[config.mk]
export PLATFORM = sky130hd
export DESIGN_NAME = memoria_buffer_escrita
export DESIGN_NICKNAME = d
export VERILOG_FILES = /design/src/rtl/memoria_buffer_escrita.sv
export SDC_FILE = /design/constraint.sdc
export NUM_CORES = 1
export LEC_CHECK = 0
export ABC_AREA = 1
export BUFFER_PORTS_ARGS = -buffer_cell sky130_fd_sc_hd__buf_4
export CAP_MARGIN = 30
export CORE_MARGIN = 3
export CORE_UTILIZATION = 25
export CTS_BUF_LIST = sky130_fd_sc_hd__clkbuf_4
export DETAILED_ROUTE_END_ITERATION = 8
export HOLD_SLACK_MARGIN = 0.06
export PLACE_DENSITY = 0.42
export SLEW_MARGIN = 20
export SYNTH_ARGS = -nofsm -noshare
export SYNTH_HDL_FRONTEND = slang
export SYNTH_SLANG_ARGS = --single-unit
export TNS_END_PERCENT = 10
[constraint.sdc]
create_clock -name clock -period 2.1 [get_ports clock]
set_clock_uncertainty 0.05 [all_clocks]
set_input_delay 0.21 -clock clock [delete_from_list [all_inputs] [get_ports clock]]
set_output_delay 0.21 -clock clock [all_outputs]
set_load 0.02 [all_outputs]
[src/rtl/memoria_buffer_escrita.sv]
// memoria_buffer_escrita
// Main-memory stage behind the 2-way write-back cache. Write-backs land in
// a small FIFO write buffer that drains one entry per idle edge into a
// word-addressed backing array. Reads capture their value at acceptance,
// forwarding the youngest pending buffer entry for the same address.
// The value is returned READ_LAT edges later.
//
// Optional feature: define WBUF_COALESCE_EN to merge a write into a pending
// buffer entry with the same address. Such a write is also accepted while
// the buffer is full.
//
// Ports:
//   clock      rising-edge clock
//   reset      synchronous, active-high
//   wren       write request
//   rden       read request (ignored when wren is also high)
//   endereco   request address
//   dado_in    write data
//   q          registered read data, held until the next read returns
//   q_valid    one-cycle pulse when q carries a returned read
//   busy       request not accepted this cycle
//   buf_count  occupied write-buffer entries
module memoria_buffer_escrita #(
    parameter int ADDR_W    = 5,
    parameter int DATA_W    = 3,
    parameter int BUF_DEPTH = 2,
    parameter int READ_LAT  = 2
) (
    input  logic                               clock,
    input  logic                               reset,
    input  logic                               wren,
    input  logic                               rden,
    input  logic [ADDR_W-1:0]                  endereco,
    input  logic [DATA_W-1:0]                  dado_in,
    output logic [DATA_W-1:0]                  q,
    output logic                               q_valid,
    output logic                               busy,
    output logic [$clog2(BUF_DEPTH+1)-1:0]     buf_count
);

    localparam int CNT_W       = $clog2(BUF_DEPTH + 1);
    localparam int PTR_W       = (BUF_DEPTH > 1) ? $clog2(BUF_DEPTH) : 1;
    localparam int LAT_W       = $clog2(READ_LAT + 1);
    localparam int DEPTH_WORDS = 1 << ADDR_W;

    localparam logic [CNT_W-1:0] FULL_CNT = CNT_W'(BUF_DEPTH);
    localparam logic [PTR_W-1:0] PTR_LAST = PTR_W'(BUF_DEPTH - 1);
    localparam logic [LAT_W-1:0] LAT_LAST = LAT_W'(READ_LAT);

    localparam logic [0:0] IDLE      = 1'b0;
    localparam logic [0:0] READ_WAIT = 1'b1;

    logic [0:0]        state_reg;
    logic [LAT_W-1:0]  lat_cnt_reg;
    logic [CNT_W-1:0]  count_reg;
    logic [PTR_W-1:0]  head_reg;
    logic [PTR_W-1:0]  tail_reg;
    logic [DATA_W-1:0] cap_reg;
    logic [DATA_W-1:0] q_reg;
    logic              q_valid_reg;

    logic [ADDR_W-1:0] buf_addr_reg [BUF_DEPTH];
    logic [DATA_W-1:0] buf_data_reg [BUF_DEPTH];
    logic [DATA_W-1:0] mem_reg      [DEPTH_WORDS];

    logic [BUF_DEPTH-1:0]       slot_hit;
    logic [BUF_DEPTH*PTR_W-1:0] slot_age;
    logic                       fwd_hit;
    logic [PTR_W-1:0]           fwd_slot;
    logic [PTR_W-1:0]           fwd_age;
    logic [DATA_W-1:0]          fwd_data;
    logic [DATA_W-1:0]          rd_value;

    logic full, rd_busy, wr_acc, rd_acc, merge, push, pop;

    function automatic logic [PTR_W-1:0] ptr_inc(input logic [PTR_W-1:0] p);
        return (p == PTR_LAST) ? '0 : p + 1'b1;
    endfunction

    // Age of each slot relative to the head (0 = oldest). A slot is live when
    // its age is below the occupancy; the subtraction wraps correctly because
    // the true age always fits in PTR_W bits.
    for (genvar gi = 0; gi < BUF_DEPTH; gi++) begin : g_slot
        logic [PTR_W-1:0] age;
        assign age = (PTR_W'(gi) >= head_reg) ? PTR_W'(gi) - head_reg
                                              : PTR_W'(gi + BUF_DEPTH) - head_reg;
        assign slot_age[gi*PTR_W +: PTR_W] = age;
        assign slot_hit[gi] = (CNT_W'(age) < count_reg) && (buf_addr_reg[gi] == endereco);
    end

    // Pick the youngest live entry matching the request address.
    always_comb begin
        fwd_hit  = 1'b0;
        fwd_slot = '0;
        fwd_age  = '0;
        for (int i = 0; i < BUF_DEPTH; i++) begin
            if (slot_hit[i] && (!fwd_hit || slot_age[i*PTR_W +: PTR_W] > fwd_age)) begin
                fwd_hit  = 1'b1;
                fwd_slot = PTR_W'(i);
                fwd_age  = slot_age[i*PTR_W +: PTR_W];
            end
        end
    end

    assign fwd_data = buf_data_reg[fwd_slot];
    assign rd_value = fwd_hit ? fwd_data : mem_reg[endereco];

    assign full    = (count_reg == FULL_CNT);
    assign rd_busy = (state_reg == READ_WAIT);

`ifdef WBUF_COALESCE_EN
    // A write hitting a pending entry needs no free slot, so fullness does
    // not block it.
    assign busy   = rd_busy | (full & ~(wren & fwd_hit));
    assign wr_acc = wren & ~busy;
    assign merge  = wr_acc & fwd_hit;
`else
    assign busy   = rd_busy | full;
    assign wr_acc = wren & ~busy;
    assign merge  = 1'b0;
`endif

    assign push   = wr_acc & ~merge;
    // Drain only on edges without an accepted write, so push and pop never coincide.
    assign pop    = (count_reg != '0) & ~wr_acc;
    assign rd_acc = rden & ~wren & ~busy;

    // Buffer payload needs no reset: occupancy alone decides what is live.
    always_ff @(posedge clock) begin
        if (push) begin
            buf_addr_reg[tail_reg] <= endereco;
            buf_data_reg[tail_reg] <= dado_in;
        end
        if (merge) begin
            buf_data_reg[fwd_slot] <= dado_in;
        end
    end

    always_ff @(posedge clock) begin
        if (reset) begin
            state_reg   <= IDLE;
            lat_cnt_reg <= '0;
            count_reg   <= '0;
            head_reg    <= '0;
            tail_reg    <= '0;
            cap_reg     <= '0;
            q_reg       <= '0;
            q_valid_reg <= 1'b0;
            for (int i = 0; i < DEPTH_WORDS; i++) begin
                mem_reg[i] <= '0;
            end
        end else begin
            if (push) begin
                tail_reg <= ptr_inc(tail_reg);
            end
            if (pop) begin
                mem_reg[buf_addr_reg[head_reg]] <= buf_data_reg[head_reg];
                head_reg <= ptr_inc(head_reg);
            end
            case ({push, pop})
                2'b10:   count_reg <= count_reg + 1'b1;
                2'b01:   count_reg <= count_reg - 1'b1;
                default: count_reg <= count_reg;
            endcase

            q_valid_reg <= 1'b0;
            case (state_reg)
                IDLE: begin
                    if (rd_acc) begin
                        // Captured now, so a later drain of the same entry cannot change it.
                        cap_reg     <= rd_value;
                        lat_cnt_reg <= LAT_W'(1);
                        state_reg   <= READ_WAIT;
                    end
                end
                default: begin
                    if (lat_cnt_reg == LAT_LAST) begin
                        q_reg       <= cap_reg;
                        q_valid_reg <= 1'b1;
                        state_reg   <= IDLE;
                    end else begin
                        lat_cnt_reg <= lat_cnt_reg + 1'b1;
                    end
                end
            endcase
        end
    end

    assign q         = q_reg;
    assign q_valid   = q_valid_reg;
    assign buf_count = count_reg;

endmodule

==> qor.yml <==
run_status:
  status: "finished, final reports clean"
route:
  vias: 4891
  wl_per_cell_um: 14.7
  initialDrtViolationCount: 309
  dr.pass1.iters: 5
  ant_nets: 0
  drt-total-wl_um: 16700
  route.detailed.drc: 0
  viasPerCell: 4.32
final_layout:
  area_growth_pct: 22.4
  largest_reg_flops: 96
  final_layout_size_suffix_gt1_share_pct: 15.4
  nets: 813
  finalInstanceArea_mm2: 0.00751
  nFillCells: 2581
clocking:
  htreeDepth: 4
  cts_tree: "done"
  clockBufferDepth: 2
  numCtsBuffers: 17
  root_buffer: "clkbuf_4"
  clk_pin_slew_ns: 0.11
  clk_latency_ns: 0.56
  cts_sinks: 127
pwr:
  seqPwrFrac_pct: 53.3
  power_switching_mw: 1.50
  powerDensity_mw_per_mm2: 721
  vdd.ir_drop.worst_mv: 0.271
  internal_power_mw: 3.91
  sw_frac_of_total_pct: 27.8
  pwr-share-clk_pct: 33.6
  pwr-share-comb_pct: 13.2
  p_leak_nw: 3.19
sta:
  worstMarginPinSlew_ns: 0.518
  setup_violations: 0
  finalCritPeriodShare_pct: 91.1
  period_minus_slack_ns: 1.91
  holdWs_ns: 0.117
  max_slew_margin_pct: 65.5
  timing.fmax_mhz: 523
  timing.final.ws_setup_ns: 0.187
  rsz0062_at_grt: "false"
  final_max_slew_viol_count: 0
  hold_viol_final: 0
  setup-tns-final_ns: 0
floorplan:
  coreArea_mm2: 0.0238
  fp.dieW_um: 163
  ios: 19
  start_util_pct: 25.8
  die_area_mm2: 0.0265
  die_y_um: 163
  rows: 56
placed_design:
  pre_cts_ws_ns: 0.0971
  gp_congestion: 0.795
  port_buffers: 18
  post-dp-hpwl_um: 11600
  post_dp_cell_area_mm2: 0.00707
yosys:
  synth-seq-cells: 127
  synthTopCellsByArea: "edfxtp_1, nand2_1, nor2_1"
  syn_inst: 724
  yosys.area.top_type: "edfxtp_1"
  syn_area_per_cell_um2: 8.47
  yosysWarnings: 0
  yosysTopAreaCellShare_pct: 54.8
  mappedNetlistArea_mm2: 0.00613
  yosysSeqAreaShare_pct: 59.7
  ys_types: 23
  syn-num-nets: 737
grt:
  antenna_found_initial: 1
  grt_max_degree: 43
  grt_pass1_vias: 4779
  grt_use_total_pct: 13.3
  grt_pass1_wl_um: 26400
  grt.overflow.total: 0
min_path:
  hp-class: "in -> reg"
  worstHoldStart: "endereco[0]"
worst_setup_path:
  crit_path_max_fanout: 8
  timing.rr.start: "buf_addr_reg[0][0]"
  critPathRequiredTime_ns: 2.31
  arrival_ns: 2.12
  start_kind: "register"
  crit_type: "reg -> reg"
  crit_path_start: "buf_addr_reg[0][0]"
  cp-end-kind: "register"
run:
  maxCapViolCount: 0
-- stage by stage --
stage,power (mW),utilization [%],std cells
detailed placement,3.64,29.7,1088
finish,5.41,31.5,1133
floorplan,3.33,-,724
CTS,5.49,31.4,1132
global placement,3.65,29.7,1088
global route,5.68,31.5,1133
-- cell usage after synthesis, drive strengths merged --
library cell / n
nand2: 199
nand3: 55
clkinv: 1
or2: 1
ha: 1
a211oi: 1
nand4: 1
inv: 64
clkbuf: 18
dfxtp: 15
o21ai: 42
buf: 14
o211ai: 2
a21oi: 14
nor2: 182
nor3: 2
edfxtp: 112
-- power by group through the flow --
stage | clock network [mW] | logic (mW) | registers (mW)
after floorplan | 0 | 0.398 | 2.93
after global placement | 0 | 0.710 | 2.94
after detailed placement | 0 | 0.704 | 2.94
after CTS | 1.88 | 0.726 | 2.88
after global routing | 1.99 | 0.801 | 2.89
final | 1.82 | 0.713 | 2.88
-- worst max-delay path: stages (launching register included) --
cell and delay, ns:
edfxtp_1 0.42, o21ai_1 0.35, inv_1 0.15, nor3_4 0.19, buf_4 0.21, nand2_1 0.12, nand2_1 0.14
-- layout by cell type, fill, tap and decap left out, types with 5 or more instances in the layout --
cell type      Yosys  routed
inv_2              5       5
nor2_1           180     178
dfxtp_1           15      14
clkinv_4           0       6
dlygate4sd3_1      0      12
o21ai_0           39      39
buf_12             0       5
edfxtp_1         112     112
nand3_1           54      54
buf_4              2      72
clkbuf_4           0      18
inv_1             59      59
a21oi_1           14      11
nand2_1          199     199
-- kinds of logic after synthesis --
kind of cell / count (synthesis) / share of synthesized area [%]
compound gates: 59 / 4.94
fa+ha+maj: 1 / 0.204
buf+inv: 97 / 6.28
flops: 127 / 59.7
simple gates: 440 / 28.9
-- metal layers --
metal	track usage (%)	share of wire (%)	vias to the layer above
li1	-	-	2491
met1	17.5	47	2302
met2	22.0	48	85
met3	2.70	3.1	13
met4	4.27	1.4	0
met5	0	0	-
-- path summary, 6_finish.rpt --
| kind | slack [ns] | to | cells after the start |
|---|---|---|---|
| worst min-delay path | 0.12 | buf_addr_reg[1][0] | 2 |
| worst min register to register | 0.41 | buf_count[0] | 1 |
| worst max register to register | 0.19 | mem_reg[22][2] | 6 |
| worst max-delay path | 0.19 | mem_reg[22][2] | 6 |
-- repair_timing --
item                                    4_1_cts  5_1_grt
setup buffers                                 0        0
endpoints found under the hold margin        17        0
gates resized for setup                       0        4
hold buffers                                 12        0
endpoints found under the setup margin        0      101
-- cell type report --
type                       count  area (um^2)  area share (%)
sequential                   127         3660            48.8
multi-input combinational    500         2130            28.4
timing repair buffer          89          761            10.1
tap                          319          399            5.32
inverter                      65          244            3.25
clock inverter                14          169            2.25
clock buffer                  18          135            1.80
antenna                        1         2.50          0.0333
(Power assumes the default switching activity.)
